[src/rtl/input_current_scheduler.sv]
// Time-multiplexed input-current sequencer: one shared accumulator walks N neurons x M inputs
// against a 1-cycle synchronous weight memory and emits a saturated 8-bit current per neuron.
module input_current_scheduler #(
    parameter int M  = 24,
    parameter int N  = 8,
    parameter int AW = 8
) (
    input  logic                                    clk,
    input  logic                                    reset,
    input  logic                                    start_i,
    input  logic [M-1:0]                            input_spikes_i,
    output logic                                    weight_rd_o,
    output logic [AW-1:0]                           weight_addr_o,
    input  logic [7:0]                              weight_data_i,
    output logic [7:0]                              current_out_o,
    output logic [((N > 1) ? $clog2(N) : 1)-1:0]    neuron_idx_o,
    output logic                                    current_valid_o,
    output logic                                    busy_o,
    output logic                                    done_o
);
    // state    | meaning
    // ST_IDLE  | waiting for start
    // ST_RUN   | issuing weight reads for input j of neuron n
    // ST_DRAIN | last weight arrives, result registered
    localparam logic [1:0] ST_IDLE  = 2'd0;
    localparam logic [1:0] ST_RUN   = 2'd1;
    localparam logic [1:0] ST_DRAIN = 2'd2;

    localparam int NW = (N > 1) ? $clog2(N) : 1;
    localparam int JW = (M > 1) ? $clog2(M) : 1;

    logic [1:0]         state_q, state_d;
    logic [NW-1:0]      n_q, n_d;
    logic [JW-1:0]      j_q, j_d;
    logic signed [13:0] acc_q, acc_d;
    logic [M-1:0]       spikes_q, spikes_d;
    logic [7:0]         cur_q, cur_d;
    logic [NW-1:0]      idx_q, idx_d;
    logic               valid_q, valid_d;
    logic               done_q, done_d;

    logic [JW-1:0]      spike_sel;
    logic               term_en;
    logic signed [13:0] term;
    logic signed [13:0] sum;
    logic [7:0]         sat;

    // Read data always trails the address by one cycle, so it belongs to input j-1 (M-1 in DRAIN).
    always_comb begin
        spike_sel = (state_q == ST_DRAIN) ? JW'(M - 1) : (j_q - 1'b1);
        term_en   = ((state_q == ST_RUN) && (j_q != '0)) || (state_q == ST_DRAIN);
        term      = (term_en && spikes_q[spike_sel]) ?
                    {{6{weight_data_i[7]}}, weight_data_i} : 14'sd0;
        sum       = acc_q + term;
        if (sum > 14'sd127)
            sat = 8'h7F;
        else if (sum < -14'sd128)
            sat = 8'h80;
        else
            sat = sum[7:0];
    end

    always_comb begin
        state_d  = state_q;
        n_d      = n_q;
        j_d      = j_q;
        acc_d    = acc_q;
        spikes_d = spikes_q;
        cur_d    = cur_q;
        idx_d    = idx_q;
        valid_d  = 1'b0;
        done_d   = 1'b0;
        case (state_q)
            ST_IDLE: begin
                if (start_i) begin
                    state_d  = ST_RUN;
                    n_d      = '0;
                    j_d      = '0;
                    acc_d    = '0;
                    spikes_d = input_spikes_i;
                end
            end
            ST_RUN: begin
                acc_d = sum;
                if (j_q == JW'(M - 1))
                    state_d = ST_DRAIN;
                else
                    j_d = j_q + 1'b1;
            end
            ST_DRAIN: begin
                cur_d   = sat;
                idx_d   = n_q;
                valid_d = 1'b1;
                acc_d   = '0;
                j_d     = '0;
                if (n_q == NW'(N - 1)) begin
                    state_d = ST_IDLE;
                    n_d     = '0;
                    done_d  = 1'b1;
                end else begin
                    state_d = ST_RUN;
                    n_d     = n_q + 1'b1;
                end
            end
            default: begin
                state_d = ST_IDLE;
                n_d     = '0;
                j_d     = '0;
                acc_d   = '0;
            end
        endcase
    end

    always_ff @(posedge clk or posedge reset) begin
        if (reset) begin
            state_q  <= ST_IDLE;
            n_q      <= '0;
            j_q      <= '0;
            acc_q    <= '0;
            spikes_q <= '0;
            cur_q    <= '0;
            idx_q    <= '0;
            valid_q  <= 1'b0;
            done_q   <= 1'b0;
        end else begin
            state_q  <= state_d;
            n_q      <= n_d;
            j_q      <= j_d;
            acc_q    <= acc_d;
            spikes_q <= spikes_d;
            cur_q    <= cur_d;
            idx_q    <= idx_d;
            valid_q  <= valid_d;
            done_q   <= done_d;
        end
    end

    assign weight_rd_o     = (state_q == ST_RUN);
    assign weight_addr_o   = weight_rd_o ? (AW'(n_q) * AW'(M) + AW'(j_q)) : '0;
    assign busy_o          = (state_q != ST_IDLE);
    assign current_out_o   = cur_q;
    assign neuron_idx_o    = idx_q;
    assign current_valid_o = valid_q;
    assign done_o          = done_q;

endmodule

[config.mk]
export PLATFORM = sky130hd
export DESIGN_NAME = input_current_scheduler
export DESIGN_NICKNAME = d
export VERILOG_FILES = /design/src/rtl/input_current_scheduler.sv
export SDC_FILE = /design/constraint.sdc
export NUM_CORES = 1
export LEC_CHECK = 0
export ABC_AREA = 1
export BUFFER_PORTS_ARGS = -buffer_cell sky130_fd_sc_hd__buf_2
export CAP_MARGIN = 10
export CORE_AREA = 2 2 115 117
export CTS_CLUSTER_DIAMETER = 30
export DETAILED_ROUTE_END_ITERATION = 16
export DIE_AREA = 0 0 117 119
export SYNTH_ARGS = -nofsm -noshare
export SYNTH_HDL_FRONTEND = slang
export SYNTH_SLANG_ARGS = --single-unit
[constraint.sdc]
create_clock -name clk -period 3.8 [get_ports clk]
set_clock_uncertainty 0.05 [all_clocks]
set_input_delay 0.19 -clock clk [delete_from_list [all_inputs] [get_ports clk]]
set_output_delay 0.19 -clock clk [all_outputs]
set_load 0.05 [all_outputs]
-- Word level (Yosys, flattened, before mapping)
Index checks and enable logic that the tools add are counted.
- flip-flop bits (word level): 61
- bits of input ports: 35
- output and inout port bits: 23
- add/sub/neg operators: 5
- multipliers: 1
- magnitude comparators: 3
- equality and inequality tests: 7
- mux-type cells: 22
- bitwise logic cells: 1
- reductions and logical operators: 10
- operators by type and width (cell ; count):
    $mux 14 ; 2
    $pmux 14 s2 ; 1
    $mux 8 ; 3
    $mux 5 ; 3
    $add 14x14->14 ; 1
    $gt 14x8->1 const B ; 1
    $lt 14x8->1 const B ; 1
    $pmux 5 s2 ; 1
    $pmux 3 s3 ; 1
    $add 8x5->8 ; 1
    $reduce_and 2->1 ; 4
    $lt 5x6->1 const B ; 1
    $mux 3 ; 2
    $pmux 2 s3 ; 1
    $add 5x1->5 const B ; 1
    $bmux 1 s5 ; 1
    $eq 5x5->1 const B ; 1
    $mul 3x2->5 const B ; 1
    $mux 1 ; 5
    $reduce_bool 5->1 ; 1
    $sub 5x1->5 const B ; 1
    $mux 2 ; 2
    $ne 2x2->1 const B ; 2
    $add 3x1->3 const B ; 1
    9 further kinds ; 10

-- Logic depth before layout (Yosys ltp)
- depth in word-level cells: 10
- mapped depth: 28
- depth with buffers taken out: 27

-- Least setup slack after synthesis
OpenSTA, ideal clock, no wires.
- kind: reg-to-reg
- start: register j_q[0]
- end: register cur_q[0], in the netlist current_out_o[0]
- arrival: 3.497 ns
- required time: 3.632 ns
- setup slack: 0.136 ns
- cell stages (with the launch flop): 28
- path buffers: 1
- period minus slack after synthesis: 3.664 ns
- path through: dfrtp_1 -> buf_2 -> inv_2 -> ha_1 -> inv_1 -> nor2_1 -> nand3_1 -> nand3_1 -> nand3_1 -> nand2_1 -> nand2_1 -> nand2_1 -> nor2_1 -> ha_1 -> fa_1 -> a21oi_1 -> o21ai_1 -> nand2_1 -> nand2_1 -> a21oi_1 -> xor2_1 -> nor2_1 -> nand3b_1 -> nand3_2 -> nand2_1 -> nand2_1 -> nand2_1 -> nand2_1
- word-level cells in the longest chain between the ends: 10
- elaborated cells between the ends (all ways): 14
- those cells by class: add/sub (2); order compare (2); mux (6); reduce/logical (4)
- ends and longest elaborated chain (what ; RTL line ; text):
    start: declaration ; 34 ; logic [JW-1:0] j_q, j_d;
    start signal: assignment ; 128 ; j_q <= j_d;
    $sub 5x1->5 ; 50 ; spike_sel = (state_q == ST_DRAIN) ? JW'(M - 1) : (j_q - 1'b1);
    $mux 5 ; 50 ;
    $bmux 1 s5 ; 52 ; term = (term_en && spikes_q[spike_sel]) ?
    $mux 1 (implied by the code) ; 52 ;
    $logic_and 1x1->1 (*) ; 52 ;
    $mux 14 (*) ; 52 ;
    $add 14x14->14 (*) ; 54 ; sum = acc_q + term;
    $lt 14x8->1 ; 57 ; else if (sum < -14'sd128)
    $mux 8 ; 57 ;
    $mux 8 (*) ; 55 ; if (sum > 14'sd127)
    end signal: assignment ; 131 ; cur_q <= cur_d;
    end: declaration ; 37 ; logic [7:0] cur_q, cur_d;
Every way passes the cells marked *; elsewhere a longest branch is shown, timed or not. The select of a mux whose other input is x is not followed.
A chain may end at the register's enable or synchronous reset.

-- Final worst setup path
- start: register j_q[1]
- end: register cur_q[4], in the netlist current_out_o[4]
Same word-level chain as after synthesis.

==> reports/qor.yml <==
run_status:
  status: "complete, no violations"
yosys:
  synth_compound_area_share_pct: 8.86
  synth_ff_type: "dfrtp_1"
  ys_warn_count: 0
  ys_seq_area_share_pct: 41.2
  synth_fa_ha_area_share_pct: 8.72
  synth_edf_count: 0
  synth_xor_area_share_pct: 3.08
  avgSynthCellArea_sq_um: 8.32
  synth_area_leaders: "dfrtp_1, nand2_1, ha_1, mux2_2, inv_1"
  ys_async_sr_fraction_pct: 100
  synth_top_area_share_pct: 41.2
  synth_top_family_by_area: "simple AND/OR/NAND/NOR gates"
  synth-simple-area-share_pct: 23.6
  synth_cells: 445
  synth_largest_area_cell: "dfrtp_1"
  netlist_area_sq_mm: 0.00370
  ys_ff_latch: 61
  ys_types: 33
  synthMuxAreaShare_pct: 7.00
  synth.net_count: 504
cells_and_area:
  multiInputGateArea_sq_mm: 0.00217
  final_cell_mix: "nand2_1, dfrtp_1, buf_2"
  seq_area_sq_mm: 0.00153
  final_common_cell: "nand2_1"
  antennaDiodeCount: 0
  area_delta_synth_final_pct: 34.3
  layout-drive-gt1-share_pct: 35.2
  num-nets-final: 589
  final-instance-count-excl-fill: 710
  fillers: 1311
timing:
  finalSetupViolCount: 0
  slew_headroom_pct: 31.2
  worst_slew_pin_slew_ns: 1.03
  hold_slack_ns: 0.0400
  fmax_mhz: 268
  finalCriticalPeriod_ns: 3.73
  drv_slew: 0
  period_share_pct: 98.1
  hold_violations: 0
  fin_ws_ns: 0.0726
setup_path:
  startpoint: "j_q[1]"
  cp.arrival_ns: 3.90
  ff2ff_setup_slack_ns: 0.07
  r2r_start: "j_q[1]"
  slowest_stage: "dfrtp_1"
  crit_path_start_kind: "flop"
  critPathMaxStageDelay_ns: 0.39
  cp_max_fo: 7
  worst-setup-path-type: "flop to flop"
  crit_required_ns: 3.97
  worstSetupEndpointType: "flop"
  cp_common_cell: "nand2_1"
floorplan:
  fp-row-count: 42
  ioPinCount: 58
  start_util_pct: 28.7
  design.die.area_sq_mm: 0.0139
  die_height_um: 119
  core_area_sq_mm: 0.0129
  die_w_um: 117
pwr:
  ir_drop_uv: 491
  p_leak_uw: 0.00249
  power_density_mw_per_mm2: 977
hold_path:
  hold_path.class: "input port to async pin"
routing:
  detail_route.first_pass.iterations: 4
  wl_per_cell_um: 13.4
  wirelength_um: 9500
  viasPerCell: 4.60
  antenna_left: 0
  drc: 0
  num_vias: 3269
  drtIter0Drc: 144
clocking:
  cts_buffer_depth: 2
  clk_latency_ns: 0.33
  htree_levels: 3
  cts-buffers-inserted: 9
  cts_hold_buf: 0
  cts_tree: "built"
  path_clk_slew_ns: 0.06
  root_buffer: "clkbuf_16"
  cts_sinks: 61
global_route:
  grt_max_degree: 45
  grt_pass1_vias: 3303
  track_usage_pct: 14.0
  grt_pass1_wl_um: 15400
  overflow: 0
  antenna_found_initial: 0
placement:
  pre_cts_slack_ns: -0.0148
  place_congestion: 0.943
  placed_cells: 685
  dpl.hpwl_um: 6750
  port_buffers: 57
job:
  maxCapViolations: 0
-- path summary, 6_finish.rpt --
path | endpoint | depth (start not counted)
setup reg to reg | current_out_o[4] | 25
min in group clk | spikes_q[4] | 2
setup / recovery | current_out_o[4] | 25
hold reg to reg | current_out_o[6] | 2
hold / removal | spikes_q[8] | 2
max in group asynchronous | acc_q[10] | 3
-- repair_timing --
action                                  4_1_cts  5_1_grt
setup buffers                                 0       10
resized for setup                             1       66
pin swaps                                     0       38
endpoints found under the setup margin        7        9
-- cells in the mapped netlist (2+ instances only) --
master    number
nand2_1       96
dfrtp_1       61
inv_1         58
nand3_1       41
nor2_1        30
o21ai_0       27
mux2_2        23
ha_1          21
a21oi_1       15
xor2_1        12
nor3_1         8
clkbuf_1       6
a22o_1         5
nand3_2        5
buf_2          4
nand2_2        4
nand4_1        4
fa_1           3
a31oi_1        2
and3_1         2
inv_2          2
nand3b_1       2
o21ai_1        2
o21bai_1       2
o22ai_1        2
-- power breakdown --
group,switching (uW),internal [uW],leakage [uW]
Clock,293,634,0.000162
Combinational,1800,1080,0.00156
Sequential,152,905,0.000770
-- critical path: cells and delay by family (launching register included) --
| kind | cells | cell delay [ns] |
|---|---|---|
| simple gates | 18 | 1.95 |
| fa+ha+maj | 2 | 0.62 |
| flops | 1 | 0.39 |
| buf+inv | 3 | 0.27 |
| xor+xnor | 1 | 0.25 |
| compound gates | 1 | 0.07 |
-- stage by stage --
| stage | utilization, % | cell area, sq um | setup TNS [ns] | power (uW) |
|---|---|---|---|---|
| finish | 38.6 | 4970 | 0 | 4860 |
| global route | 38.6 | 4970 | -0.744 | 5240 |
| CTS | 35.9 | 4620 | 0 | 4430 |
| detailed placement | 33.3 | 4290 | -0.0259 | 3480 |
| global placement | 33.3 | 4290 | 0 | 3430 |
| floorplan | - | 3700 | 0 | 2820 |
-- cell families (layout without fill, tap and decap cells) --
kind of cell	Yosys count	in the layout
XOR/XNOR	13	13
buffers and inverters	71	160
multiplexers	23	23
AO/OA/AOI/OAI	57	57
AND/OR/NAND/NOR	196	196
adder cells (fa/ha/maj)	24	24
flip-flops	61	61
-- cell type report --
class / instances / share of cell area (%)
multi-input cells: 313 / 43.6
flip-flops and latches: 61 / 30.7
repair buffers: 85 / 10.0
clock buffers: 10 / 4.60
inverters: 60 / 4.58
well taps: 176 / 4.43
clock inverters: 5 / 2.01
-- per-layer routing --
layer  routed length, um  global-route usage [%]
met5                   0                       0
met4                 201                    5.22
met3                 373                    3.26
met2                4730                    23.4
met1                4190                    17.4
-- flip-flops by register name, summed over array words and instances (netlist names) --
register         count
state_q              2
current_valid_o      1
current_out_o        8
acc_q               14
done_o               1
j_q                  5
neuron_idx_o         3
n_q                  3
spikes_q            24
Power figures use the tool's default switching activity.
